`src/rtl/rom_router_pkg.sv`:
```
// Shared types and constants for the ROM download router and its DIP capture helper.
package rom_router_pkg;

    typedef enum logic [1:0] {
        IDLE = 2'd0,
        LOAD = 2'd1,
        TAIL = 2'd2
    } state_e;

    localparam logic [7:0] ROM_IDX = 8'd0;
    localparam logic [7:0] DSW_IDX = 8'd254;

    // 18 bits so that a full 131072-byte image still compares against ROM_BYTES.
    localparam int CNT_W = 18;

endpackage

```
`src/rtl/dsw_capture.sv`:
```
// DIP-switch byte register file fed from the hps_io download stream; shared with sibling arcade cores.
module dsw_capture
    import rom_router_pkg::*;
#(
    parameter logic [7:0] DSW_INDEX = DSW_IDX
) (
    input  logic        clk_sys,
    input  logic        reset_n,
    input  logic [7:0]  ioctl_index,
    input  logic        ioctl_wr,
    input  logic [24:0] ioctl_addr,
    input  logic [7:0]  ioctl_dout,
    output logic [7:0]  dsw0,
    output logic [7:0]  dsw1
);

    logic [7:0] dsw0_q;
    logic [7:0] dsw1_q;
    logic       dsw_hit;

    // Only the first two bytes of a DIP download are meaningful.
    assign dsw_hit = ioctl_wr && (ioctl_index == DSW_INDEX) && (ioctl_addr[24:1] == 24'd0);

    always_ff @(posedge clk_sys) begin
        if (!reset_n) begin
            dsw0_q <= 8'h00;
            dsw1_q <= 8'h00;
        end else if (dsw_hit) begin
            if (ioctl_addr[0]) begin
                dsw1_q <= ioctl_dout;
            end else begin
                dsw0_q <= ioctl_dout;
            end
        end
    end

    assign dsw0 = dsw0_q;
    assign dsw1 = dsw1_q;

endmodule

```
`src/rtl/rom_download_router.sv`:
```
// Routes hps_io ROM bytes to the core dn_* port, captures DIP bytes and holds the core in reset
// until a complete image is loaded. Optional checksum gate: define ROM_CHECKSUM_EN.
module rom_download_router
    import rom_router_pkg::*;
#(
    parameter logic [7:0]       ROM_INDEX   = ROM_IDX,
    parameter logic [7:0]       DSW_INDEX   = DSW_IDX,
    parameter logic [CNT_W-1:0] ROM_BYTES   = CNT_W'(73728),
    parameter int unsigned      TAIL_CYCLES = 16
) (
    input  logic        clk_sys,
    input  logic        reset_n,
    input  logic        ioctl_download,
    input  logic [7:0]  ioctl_index,
    input  logic        ioctl_wr,
    input  logic [24:0] ioctl_addr,
    input  logic [7:0]  ioctl_dout,
    output logic [16:0] dn_addr,
    output logic [7:0]  dn_data,
    output logic        dn_wr,
    output logic [7:0]  dsw0,
    output logic [7:0]  dsw1,
    output logic        core_reset_hold,
    output logic        rom_loaded,
    output logic        load_done,
    output logic        err_short,
    output logic        err_over
`ifdef ROM_CHECKSUM_EN
    ,
    input  logic [15:0] expected_sum,
    output logic [15:0] rom_sum
`endif
);

    localparam int TW = $clog2(TAIL_CYCLES + 1);

    state_e           state_q;
    logic [CNT_W-1:0] cnt_q, cnt_d;
    logic [TW-1:0]    tail_q;
    logic             dn_wr_q;
    logic [16:0]      dn_addr_q;
    logic [7:0]       dn_data_q;
    logic             hold_q, loaded_q, done_q, err_short_q, err_over_q;
    logic             rom_sel, addr_ok, start_load, accept, image_ok;

    assign rom_sel    = (ioctl_index == ROM_INDEX);
    assign addr_ok    = (ioctl_addr < {7'd0, ROM_BYTES});
    assign start_load = ioctl_download && rom_sel && (state_q != LOAD);
    assign accept     = (state_q == LOAD) && ioctl_wr && rom_sel && addr_ok;
    assign cnt_d      = (accept && (cnt_q != ROM_BYTES)) ? cnt_q + CNT_W'(1) : cnt_q;

`ifdef ROM_CHECKSUM_EN
    logic [15:0] sum_q, sum_d;

    assign sum_d    = accept ? sum_q + 16'(ioctl_dout) : sum_q;
    assign image_ok = (cnt_d == ROM_BYTES) && (sum_d == expected_sum);
    assign rom_sum  = sum_q;

    always_ff @(posedge clk_sys) begin
        if (!reset_n || start_load) begin
            sum_q <= 16'h0000;
        end else if (state_q == LOAD) begin
            sum_q <= sum_d;
        end
    end
`else
    assign image_ok = (cnt_d == ROM_BYTES);
`endif

    always_ff @(posedge clk_sys) begin
        if (!reset_n) begin
            state_q     <= IDLE;
            cnt_q       <= '0;
            tail_q      <= '0;
            dn_wr_q     <= 1'b0;
            dn_addr_q   <= 17'd0;
            dn_data_q   <= 8'h00;
            hold_q      <= 1'b1;
            loaded_q    <= 1'b0;
            done_q      <= 1'b0;
            err_short_q <= 1'b0;
            err_over_q  <= 1'b0;
        end else begin
            dn_wr_q <= accept;
            done_q  <= 1'b0;
            if (accept) begin
                dn_addr_q <= ioctl_addr[16:0];
                dn_data_q <= ioctl_dout;
            end
            // A new ROM download restarts from scratch, aborting any tail in progress.
            if (start_load) begin
                state_q     <= LOAD;
                cnt_q       <= '0;
                err_short_q <= 1'b0;
                err_over_q  <= 1'b0;
                loaded_q    <= 1'b0;
                hold_q      <= 1'b1;
            end else begin
                case (state_q)
                    LOAD: begin
                        cnt_q <= cnt_d;
                        if (ioctl_wr && rom_sel && !addr_ok) begin
                            err_over_q <= 1'b1;
                        end
                        if (!ioctl_download) begin
                            state_q     <= TAIL;
                            tail_q      <= '0;
                            loaded_q    <= image_ok;
                            err_short_q <= !image_ok;
                        end
                    end
                    TAIL: begin
                        if (tail_q == TW'(TAIL_CYCLES - 1)) begin
                            state_q <= IDLE;
                            done_q  <= 1'b1;
                            hold_q  <= !loaded_q;
                        end else begin
                            tail_q <= tail_q + TW'(1);
                        end
                    end
                    default: state_q <= IDLE;
                endcase
            end
        end
    end

    dsw_capture #(
        .DSW_INDEX (DSW_INDEX)
    ) u_dsw (
        .clk_sys     (clk_sys),
        .reset_n     (reset_n),
        .ioctl_index (ioctl_index),
        .ioctl_wr    (ioctl_wr),
        .ioctl_addr  (ioctl_addr),
        .ioctl_dout  (ioctl_dout),
        .dsw0        (dsw0),
        .dsw1        (dsw1)
    );

    assign dn_wr           = dn_wr_q;
    assign dn_addr         = dn_addr_q;
    assign dn_data         = dn_data_q;
    assign core_reset_hold = hold_q;
    assign rom_loaded      = loaded_q;
    assign load_done       = done_q;
    assign err_short       = err_short_q;
    assign err_over        = err_over_q;

endmodule

```
`config.mk`:
```
export PLATFORM = sky130hd
export DESIGN_NAME = rom_download_router
export DESIGN_NICKNAME = d
export VERILOG_FILES = /design/src/rtl/rom_router_pkg.sv /design/src/rtl/dsw_capture.sv /design/src/rtl/rom_download_router.sv
export SDC_FILE = /design/constraint.sdc
export NUM_CORES = 1
export LEC_CHECK = 0
export ABC_AREA = 1
export CAP_MARGIN = 20
export CORE_MARGIN = 3
export CORE_UTILIZATION = 45
export CTS_BUF_LIST = sky130_fd_sc_hd__clkbuf_16
export CTS_CLUSTER_DIAMETER = 50
export CTS_CLUSTER_SIZE = 25
export DETAILED_ROUTE_END_ITERATION = 10
export PLACE_DENSITY = 0.71
export SLEW_MARGIN = 15
export SYNTH_ARGS = -nofsm -noshare
export SYNTH_HDL_FRONTEND = slang
export SYNTH_HIERARCHICAL = 1
export SYNTH_SLANG_ARGS = --single-unit
```
`constraint.sdc`:
```
create_clock -name clk_sys -period 3.6 [get_ports clk_sys]
set_clock_uncertainty 0.05 [all_clocks]
set_input_delay 0.36 -clock clk_sys [delete_from_list [all_inputs] [get_ports clk_sys]]
set_output_delay 0.36 -clock clk_sys [all_outputs]
set_load 0.01 [all_outputs]
```
==> run_results.csv, run 1 <==
group,metric,value,unit
global_route,grt_busiest_layer,"met2",
sta,finalHoldViolCount,0,
placed_design,dp_slack,0.815,ns
detailed_routing,via_count,3985,
logic_synthesis,ys_ff_latch,72,
logic_synthesis,synth_most_common_cell,"nand2_1",
placed_design,port_buffers,91,
setup_path,critical_path_class,"register to register",
detailed_routing,vias_per_cell,4.99,
logic_synthesis,synth_top_cell_area_share,37.1,%
power_and_ir_drop,leakage,2.27,nW
sta,finalMaxSlewViolations,0,
power_and_ir_drop,ir_drop,0.204,mV
floorplan,start_util,46.9,%
detailed_routing,drt_iter0_markers,186,
sta,fin_ws,1.05,ns
global_route,grt-ovfl-total,0,
logic_synthesis,netlist_top_cells_count,"nand2_1, nor2_1, inv_1, dfxtp_1, o21ai_0",
clock_network,clk_pin_slew,0.06,ns
setup_path,rr_endpoint,"err_short$_SDFFE_PP0P_",
logic_synthesis,syn_avg_cell_area,6.47,sq um
detailed_routing,drc,0,
global_route,grt_use_met2,35.6,%
logic_synthesis,synth-edff-count,0,
setup_path,rrSetupSlack,1.05,ns
clock_network,holdBufCountCts,0,
clock_network,cts_tree,"done",
global_route,grt_pass1_wl,17.8,mm
setup_path,r2r_cells,14,
setup_path,cpLargestDelayFamily,"simple AND/OR/NAND/NOR gates",
logic_synthesis,yosysWarnings,6,
cells_and_area,diodes,0,
global_route,grt_max_degree,44,
setup_path,end_kind,"register",
floorplan,die_h,99.0,um
cells_and_area,drive_gt1_share,7.50,%
setup_path,crit_required,3.77,ns
detailed_routing,firstDrtPassIters,5,
clock_network,clock-sinks,72,
logic_synthesis,syn-num-nets,650,
detailed_routing,ant_nets,0,
sta,period_minus_slack,2.55,ns
clock_network,cts_resized,0,
cells_and_area,fill_cells,757,
setup_path,cp.depth,14,
global_route,use_met1,30.1,%
global_route,gr-usage-met3,3.89,%
clock_network,worstSkewPairLatency,0.33,ns
floorplan,coreArea,8300,sq um
detailed_routing,wirelength,10.8,mm
sta,fmax,392,MHz
floorplan,rows,33,
detailed_routing,wl_per_cell,13.5,um
setup_path,critPathBufInv,1,
setup_path,cp_common_cell,"nand2_1",
flow_run,cap_viol_max_count,0,
status,status,"completed",
worst_hold_path,holdCritStartpoint,"tail_q[4]$_SDFFE_PN0P_",
sta,fin_crit_sh,70.9,%
placed_design,gp_congestion,0.965,
sta,rsz0062_at_grt,"no",
logic_synthesis,synth_top_cell_by_area,"dfxtp_1",
setup_path,critPathMaxFanout,15,
logic_synthesis,ys.flop_type,"dfxtp_1",
global_route,grt_pass1_vias,3773,
clock_network,cts_setup_buffers,0,
setup_path,worstSetupEndpoint,"err_short$_SDFFE_PP0P_",
sta,setup_viol,0,
floorplan,fp.dieW,99.0,um
global_route,grt_use_total,22.2,%
setup_path,crit_path_start_kind,"register",
floorplan,die_area,9790,sq um
cells_and_area,nets,737,
sta,max_slew_margin,53.2,%
worst_hold_path,min_path_type,"register to register",
logic_synthesis,synth_cell_types,35,
clock_network,cts_max_level,3,
sta,tightest_slew,0.701,ns
clock_network,clockBufferDepth,2,
setup_path,slowest_delay,0.44,ns
sta,tns,0,ns
global_route,antenna_found_initial,0,
setup_path,arrival,2.73,ns
floorplan,io_pins,92,
logic_synthesis,synth_top_cells_by_area,"dfxtp_1, nand2_1, nor2_1, inv_1, o21ai_0",
clock_network,cts-root-buf,"clkbuf_16",
setup_path,startpoint,"cnt_q[0]$_SDFFE_PP0N_",
clock_network,cts_buffers,9,
setup_path,worstReg2RegStart,"cnt_q[0]$_SDFFE_PP0N_",
setup_path,critical_path.cell_chain,"inv_1 > ha_1 > nand2_1 > nor2_1 > nand3_2 > nand3_2 > nand2_1 > nand2_1 > nor2_1 > nand2_1 > nor2_1 > nand3_2 > nand2_1 > a21oi_2",
setup_path,slowest_stage,"dfxtp_1",
power_and_ir_drop,pwr_density_cell,363,nW/um^2
logic_synthesis,synth_async_sr_flop_share,0,%
logic_synthesis,synth_area,3890,sq um
logic_synthesis,synth_cells,601,
cells_and_area,synthToLayoutAreaGrowth,33.1,%
logic_synthesis,seq_area_frac_synth,37.1,%
placed_design,hpwl,8.07,mm
tightest hold or removal path: stages, from the launching register on:
cell and delay [ns]:
dfxtp_1 0.31, nor2_1 0.09, a211oi_1 0.04
sequential cells by signal (all words and copies together), names as in the netlist:
name	flops
state_q	2
load_done	1
dn_addr	17
u_dsw/dsw0	8
cnt_q	18
u_dsw/dsw1	8
err_over	1
dn_wr	1
core_reset_hold	1
dn_data	8
rom_loaded	1
err_short	1
tail_q	5
through the flow:
step                      instances  hold WS (ns)  area, sq um  power (W)  utilization (%)
after detailed placement        782         0.436         4850   0.000915             58.4
final                           798         0.439         5180    0.00188             62.4
after CTS                       798         0.440         5180    0.00189             62.4
after floorplan                 601         0.421         3890   0.000849                -
after global routing            798         0.480         5180    0.00193             62.4
after global placement          782         0.429         4850   0.000915             58.4
worst min path at each step:
stage / to / slack (ns) / cells past startpoint
4_1_cts: tail_q[4]$_SDFFE_PN0P_ / 0.44 / 2
3_3_place_gp: tail_q[4]$_SDFFE_PN0P_ / 0.43 / 2
6_report: tail_q[4]$_SDFFE_PN0P_ / 0.44 / 2
5_1_grt: err_short$_SDFFE_PP0P_ / 0.48 / 2
3_5_place_dp: tail_q[4]$_SDFFE_PN0P_ / 0.44 / 2
2_1_floorplan: tail_q[0]$_SDFFE_PN0P_ / 0.42 / 2
logic make-up after synthesis:
group | Yosys count | synth area share [%]
compound gates | 52 | 7.08
simple gates | 361 | 41.4
xor+xnor | 10 | 2.25
fa+ha+maj | 4 | 1.29
flops | 72 | 37.1
buf+inv | 102 | 10.9
cells in the final DEF (no fill, tap or decap), types with 4 or more instances in the layout:
master / netlist / final
buf_4: 3 / 4
ha_1: 4 / 4
nand3_1: 26 / 26
nand2_2: 8 / 8
xor2_1: 9 / 9
a21oi_1: 17 / 17
clkbuf_16: 0 / 9
nand4_1: 20 / 20
clkdlybuf4s50_1: 0 / 91
nor2_1: 138 / 137
dfxtp_1: 72 / 72
nand3_2: 4 / 4
inv_1: 80 / 80
o21ai_0: 28 / 28
nor2_2: 7 / 8
nand2_1: 141 / 141
routing by layer:
layer	share of wire, %	wire length [um]
met1	46	5000
met3	6.4	691
met5	0	0
met4	1.4	155
met2	46	4960
final cells by class:
| type | instances | area (sq um) | area share [%] |
|---|---|---|---|
| multi-input cells | 427 | 2020 | 39.1 |
| well taps | 105 | 131 | 2.54 |
| repair buffers | 95 | 941 | 18.2 |
| inverters | 83 | 312 | 6.02 |
| flip-flops and latches | 72 | 1440 | 27.8 |
| clock buffers | 9 | 225 | 4.35 |
| clock inverters | 7 | 101 | 1.96 |
where the power goes:
group / switching (W) / leakage (nW) / internal [W] / total [W]
Clock: 0.000366 / 0.153 / 0.000614 / 0.000979
Combinational: 0.0000489 / 1.54 / 0.0000534 / 0.000102
Sequential: 0.0000000785 / 0.580 / 0.000797 / 0.000797
Total: 0.000415 / 2.27 / 0.00146 / 0.00188
No activity file was read; power rests on OpenSTA's default activity.
==> run 2: changes to the inputs <==
--- a/config.mk
+++ b/config.mk
@@ -13,7 +13,7 @@
 export CTS_CLUSTER_DIAMETER = 50
 export CTS_CLUSTER_SIZE = 25
 export DETAILED_ROUTE_END_ITERATION = 10
-export PLACE_DENSITY = 0.71
+export PLACE_DENSITY = 0.74
 export SLEW_MARGIN = 15
 export SYNTH_ARGS = -nofsm -noshare
 export SYNTH_HDL_FRONTEND = slang
==> constraint.sdc (replaced) <==
create_clock -name clk_sys -period 2.08 [get_ports clk_sys]
set_clock_uncertainty 0.05 [all_clocks]
set_input_delay 0.208 -clock clk_sys [delete_from_list [all_inputs] [get_ports clk_sys]]
set_output_delay 0.208 -clock clk_sys [all_outputs]
set_load 0.01 [all_outputs]
==> run 2 against run 1 <==
  * First-iteration DRC count fell by 29%
  * Clock power increased by 53%
  * Setup slack got worse by 0.91 ns
  * Register-to-register slack worse by 0.89 ns
  * Die area stayed put
  * Final cell count is 5.3% higher
  * Combinational power up 90%
  * Sequential power rose by 73%
  * Total power rose by 63%
  * Clock-buffer cell count did not move
  * Critical path depth did not move
  * Flip-flop and latch count unchanged
==> run_results.csv, run 2 (same netlist as run 1, synthesis figures left out) <==
group,metric,value,unit
placed_design,placed_cell_area,5210,sq um
worst_hold_path,holdCritStartpoint,"err_over$_SDFFE_PP0P_",
setup_path,crit_path_start_kind,"primary input",
cells_and_area,fill_cells,731,
sta,tightest_slew,0.279,ns
placed_design,gp_congestion,0.884,
sta,fin_crit_sh,93.3,%
detailed_routing,ant_nets,0,
power_and_ir_drop,ir_drop,0.405,mV
detailed_routing,drc,0,
power_and_ir_drop,p_comb_share,6.3,%
cells_and_area,final_cell_mix,"nand2_1, nor2_1, clkdlybuf4s50_1",
detailed_routing,vias_per_cell,4.98,
detailed_routing,firstDrtPassIters,5,
power_and_ir_drop,swShare,21.7,%
global_route,grt-ovfl-total,0,
setup_path,worstReg2RegStart,"cnt_q[0]$_SDFFE_PP0N_",
global_route,grt_use_total,23.1,%
clock_network,clock-sinks,72,
detailed_routing,wirelength,11.3,mm
cells_and_area,synthToLayoutAreaGrowth,42.9,%
sta,fmax,515,MHz
cells_and_area,top_register,"cnt_q",
worst_hold_path,min_path_type,"register to register",
cells_and_area,nets,780,
clock_network,cts_tree,"done",
cells_and_area,finish.utilization,67.0,%
power_and_ir_drop,p_int,0.00240,W
floorplan,start_util,46.9,%
cells_and_area,design_area,5560,sq um
clock_network,clockBufferDepth,2,
floorplan,coreArea,8300,sq um
global_route,grt_max_degree,27,
cells_and_area,largest_reg_flops,18,
global_route,grt_pass1_wl,18.4,mm
global_route,grt_pass1_vias,3943,
placed_design,dp.cells,825,
setup_path,crit_required,2.25,ns
detailed_routing,drt_iter0_markers,132,
setup_path,critPathMaxFanout,15,
placed_design,dp_slack,-0.213,ns
setup_path,arrival,2.11,ns
floorplan,rows,33,
sta,setup_viol,0,
placed_design,hpwl,8.54,mm
clock_network,worstSkewPairLatency,0.33,ns
cells_and_area,layoutNonFillerInstCount,840,
floorplan,die_h,99.0,um
power_and_ir_drop,p_switching,0.000667,W
status,status,"completed",
sta,period_minus_slack,1.94,ns
power_and_ir_drop,pwr_density_cell,552,nW/um^2
power_and_ir_drop,leakage,2.49,nW
global_route,antenna_found_initial,0,
sta,fin_ws,0.140,ns
floorplan,die_area,9790,sq um
floorplan,fp.dieW,99.0,um
sta,finalHoldViolCount,0,
floorplan,io_pins,92,
clock_network,holdBufCountCts,0,
power_and_ir_drop,clkPwrFrac,48.7,%
clock_network,cts_buffers,9,
sta,finalMaxSlewViolations,0,
cells_and_area,drive_gt1_share,15.5,%
flow_run,cap_viol_max_count,0,
sta,tns,0,ns
clock_network,cts_max_level,3,
power_and_ir_drop,pwr-share-seq,44.9,%
clock_network,clk_pin_slew,0.06,ns
detailed_routing,wl_per_cell,13.4,um
setup_path,critical_path_class,"primary input to register",
sta,rsz0062_at_grt,"no",
sta,max_slew_margin,81.3,%
setup_path,end_kind,"register",
placed_design,port_buffers,91,
clock_network,cts-root-buf,"clkbuf_16",
cells_and_area,diodes,0,
cells_and_area,layout_commonest_cell,"nand2_1",
detailed_routing,via_count,4180,
setup_path,startpoint,"ioctl_index[5]",
==> run 2: cell count changes in the layout (fill, tap and decap cells not counted), moves of 6 or more <==
cell	delta
buf_4	+39
dfxtp_1	-10
dfxtp_2	+10
nor2_1	-6
==> run 2: path summary, 6_finish.rpt <==
path                                                to  slack, ns  cells after the start
worst max register to register  err_short$_SDFFE_PP0P_       0.16                     14
worst min-delay path             err_over$_SDFFE_PP0P_       0.42                      2
worst min register to register   err_over$_SDFFE_PP0P_       0.42                      2
worst max-delay path            err_short$_SDFFE_PP0P_       0.14                     14
==> run 2: per-layer routing <==
metal	wire length (um)	vias up	track usage [%]
met5	0	-	0
met4	176	0	7.35
met3	858	14	5.94
met2	5340	161	38.2
met1	4890	1878	29.3
li1	-	2127	-
==> run 2: per-stage QoR <==
stage               hold WS [ns]  total power [W]
floorplan                  0.293          0.00147
detailed placement         0.414          0.00160
global route               0.457          0.00317
global placement           0.409          0.00160
finish                     0.422          0.00307
CTS                        0.431          0.00310
==> run 2: critical path, stage by stage <==
cell,delay [ns]
clkdlybuf4s50_1,0.46
nor2_2,0.14
nand2_2,0.09
nor3_4,0.24
nand3_2,0.12
buf_12,0.17
nand2_1,0.08
nand2_1,0.06
nor2_1,0.11
nand2_1,0.08
nor2_2,0.12
nand3_2,0.08
nand2_1,0.09
a21oi_2,0.05
==> run 2: power groups by stage <==
stage                     registers [W]  logic (W)  clock network, W
after CTS                       0.00138   0.000192           0.00152
after global routing            0.00138   0.000211           0.00158
final                           0.00138   0.000194           0.00150
after floorplan                 0.00141  0.0000601                 0
after global placement          0.00141   0.000188                 0
after detailed placement        0.00141   0.000190                 0
==> run 2: layout make-up <==
| type | instances | area, sq um | area share [%] |
|---|---|---|---|
| timing repair buffer | 138 | 1310 | 23.5 |
| inverter | 83 | 312 | 5.61 |
| multi-input combinational | 427 | 2070 | 37.2 |
| clock buffer | 9 | 225 | 4.05 |
| sequential | 72 | 1450 | 26.2 |
| tap | 105 | 131 | 2.36 |
| clock inverter | 6 | 60.1 | 1.08 |
==> run 2: timing repair <==
action,in CTS,in global routing
buffers inserted,0,0
resized for setup,0,26
setup endpoints to repair,0,2
==> run 3: changes to the inputs <==
--- a/config.mk
+++ b/config.mk
@@ -13,7 +13,7 @@
 export CTS_CLUSTER_DIAMETER = 50
 export CTS_CLUSTER_SIZE = 25
 export DETAILED_ROUTE_END_ITERATION = 10
-export PLACE_DENSITY = 0.74
+export PLACE_DENSITY = 0.85
 export SLEW_MARGIN = 15
 export SYNTH_ARGS = -nofsm -noshare
 export SYNTH_HDL_FRONTEND = slang
==> run 3 against run 2 <==
  * Flip-flop and latch count is the same
  * Via count grew 2.3%
  * Critical path type unchanged
  * Hold slack gained 0.012 ns
  * Setup slack lost 0.018 ns
  * Die area is the same
  * First-iteration DRC count grew 110%
  * Non-clock buffer count shrank 5
  * Routed wire length grew 5.3%
  * Clock power grew 21%
  * Sequential power is essentially flat
  * Combinational power is essentially flat
==> run_results.csv, run 3 (same netlist as run 1, synthesis figures left out) <==
group,metric,value,unit
worst_hold_path,min_path_type,"primary input to register",
clock_network,cts_buffers,9,
flow_run,cap_viol_max_count,0,
power_and_ir_drop,finalPower,0.00338,W
setup_path,arrival,2.17,ns
sta,holdWs,0.434,ns
detailed_routing,via_count,4276,
floorplan,fp.dieW,99.0,um
detailed_routing,ant_nets,0,
cells_and_area,nets,775,
sta,tns,0,ns
sta,fmax,511,MHz
placed_design,dp_slack,-0.205,ns
sta,finalHoldViolCount,0,
cells_and_area,top_register,"cnt_q",
sta,fin_crit_sh,94.1,%
detailed_routing,vias_per_cell,5.11,
detailed_routing,drc,0,
floorplan,die_area,9790,sq um
sta,finalMaxSlewViolations,0,
floorplan,io_pins,92,
floorplan,die_h,99.0,um
clock_network,cts_max_level,3,
clock_network,clockBufferDepth,2,
cells_and_area,layoutNonFillerInstCount,836,
cells_and_area,synthToLayoutAreaGrowth,45.0,%
placed_design,gp_congestion,0.915,
clock_network,clk_pin_slew,0.06,ns
detailed_routing,wl_per_cell,14.2,um
placed_design,dp.cells,814,
global_route,grt_use_total,23.4,%
cells_and_area,largest_reg_flops,18,
status,status,"completed",
sta,fin_ws,0.122,ns
setup_path,crit_required,2.30,ns
power_and_ir_drop,leakage,2.50,nW
cells_and_area,diodes,0,
setup_path,critical_path_class,"primary input to register",
global_route,grt_max_degree,43,
sta,setup_viol,0,
global_route,antenna_found_initial,0,
detailed_routing,drt_iter0_markers,278,
cells_and_area,final_cell_mix,"nand2_1, nor2_1, clkdlybuf4s50_1",
power_and_ir_drop,pwr_density_cell,600,nW/um^2
placed_design,port_buffers,91,
setup_path,critPathMaxFanout,10,
clock_network,worstSkewPairLatency,0.33,ns
placed_design,hpwl,8.20,mm
detailed_routing,wirelength,11.9,mm
sta,max_slew_margin,68.0,%
setup_path,crit_path_start_kind,"primary input",
clock_network,cts-root-buf,"clkbuf_16",
global_route,grt_pass1_vias,4090,
cells_and_area,drive_gt1_share,17.4,%
setup_path,end_kind,"register",
clock_network,clock-sinks,72,
clock_network,cts_tree,"done",
global_route,grt-ovfl-total,0,
sta,tightest_slew,0.479,ns
floorplan,start_util,46.9,%
floorplan,rows,33,
power_and_ir_drop,ir_drop,0.520,mV
cells_and_area,layout_commonest_cell,"nand2_1",
sta,period_minus_slack,1.96,ns
detailed_routing,firstDrtPassIters,4,
clock_network,holdBufCountCts,0,
floorplan,coreArea,8300,sq um
global_route,grt_pass1_wl,18.8,mm
-- run 3: critical path: stages --
cell	delay, ns
clkdlybuf4s50_1	0.42
nor2_1	0.15
nand2_1	0.14
nor2_2	0.13
nand2_1	0.11
nor2_4	0.19
buf_6	0.17
nand3_1	0.13
nand2_1	0.11
nor2_1	0.04
nand2_1	0.08
nor2_2	0.04
nand3_2	0.09
nand2_2	0.05
a21oi_2	0.11
-- run 3: per-layer routing --
layer  wire length, um  up-vias  global-route usage (%)  part of all wire [%]
met5                 0        -                       0                     0
met4               189        0                    8.40                   1.6
met3               798       17                    3.82                   6.7
met2              5980      164                    42.0                    50
met1              4890     1980                    28.0                    41
li1                  -     2115                       -                     -
-- run 3: per-stage QoR --
step / util, % / instance area (sq um)
6_report: 68.0 / 5640
5_1_grt: 68.0 / 5640
2_1_floorplan: - / 3890
3_5_place_dp: 61.6 / 5110
4_1_cts: 65.9 / 5470
3_3_place_gp: 61.6 / 5110
-- run 3: path summary, 6_finish.rpt --
path         slack (ns)                       to             startpoint  depth (start not counted)
max reg2reg        0.13   err_short$_SDFFE_PP0P_  cnt_q[1]$_SDFFE_PP0N_                         16
min                0.43  state_q[0]$_SDFFE_PN0P_         ioctl_download                          3
max                0.12   err_short$_SDFFE_PP0P_         ioctl_index[4]                         15
min reg2reg        0.44    err_over$_SDFFE_PP0P_  err_over$_SDFFE_PP0P_                          2
-- run 3: power breakdown --
part / internal, W / total [W] / switching, W
combinational: 0.000102 / 0.000192 / 0.0000898
clock: 0.00119 / 0.00181 / 0.000626
sequential: 0.00138 / 0.00138 / 0.000000174
total: 0.00267 / 0.00338 / 0.000716
-- run 3: final cells by class --
type                            instances  area (sq um)
Multi-Input combinational cell        427          2120
Sequential cell                        72          1460
Clock buffer                            9           225
Clock inverter                          7           128
Inverter                               83           314
Tap cell                              105           131
Timing Repair Buffer                  133          1260
Fill cell                             631          2660
-- run 3: repair_timing --
action,in CTS,in global routing
resized for setup,0,51
buffers inserted,0,5
endpoints found under the setup margin,0,3
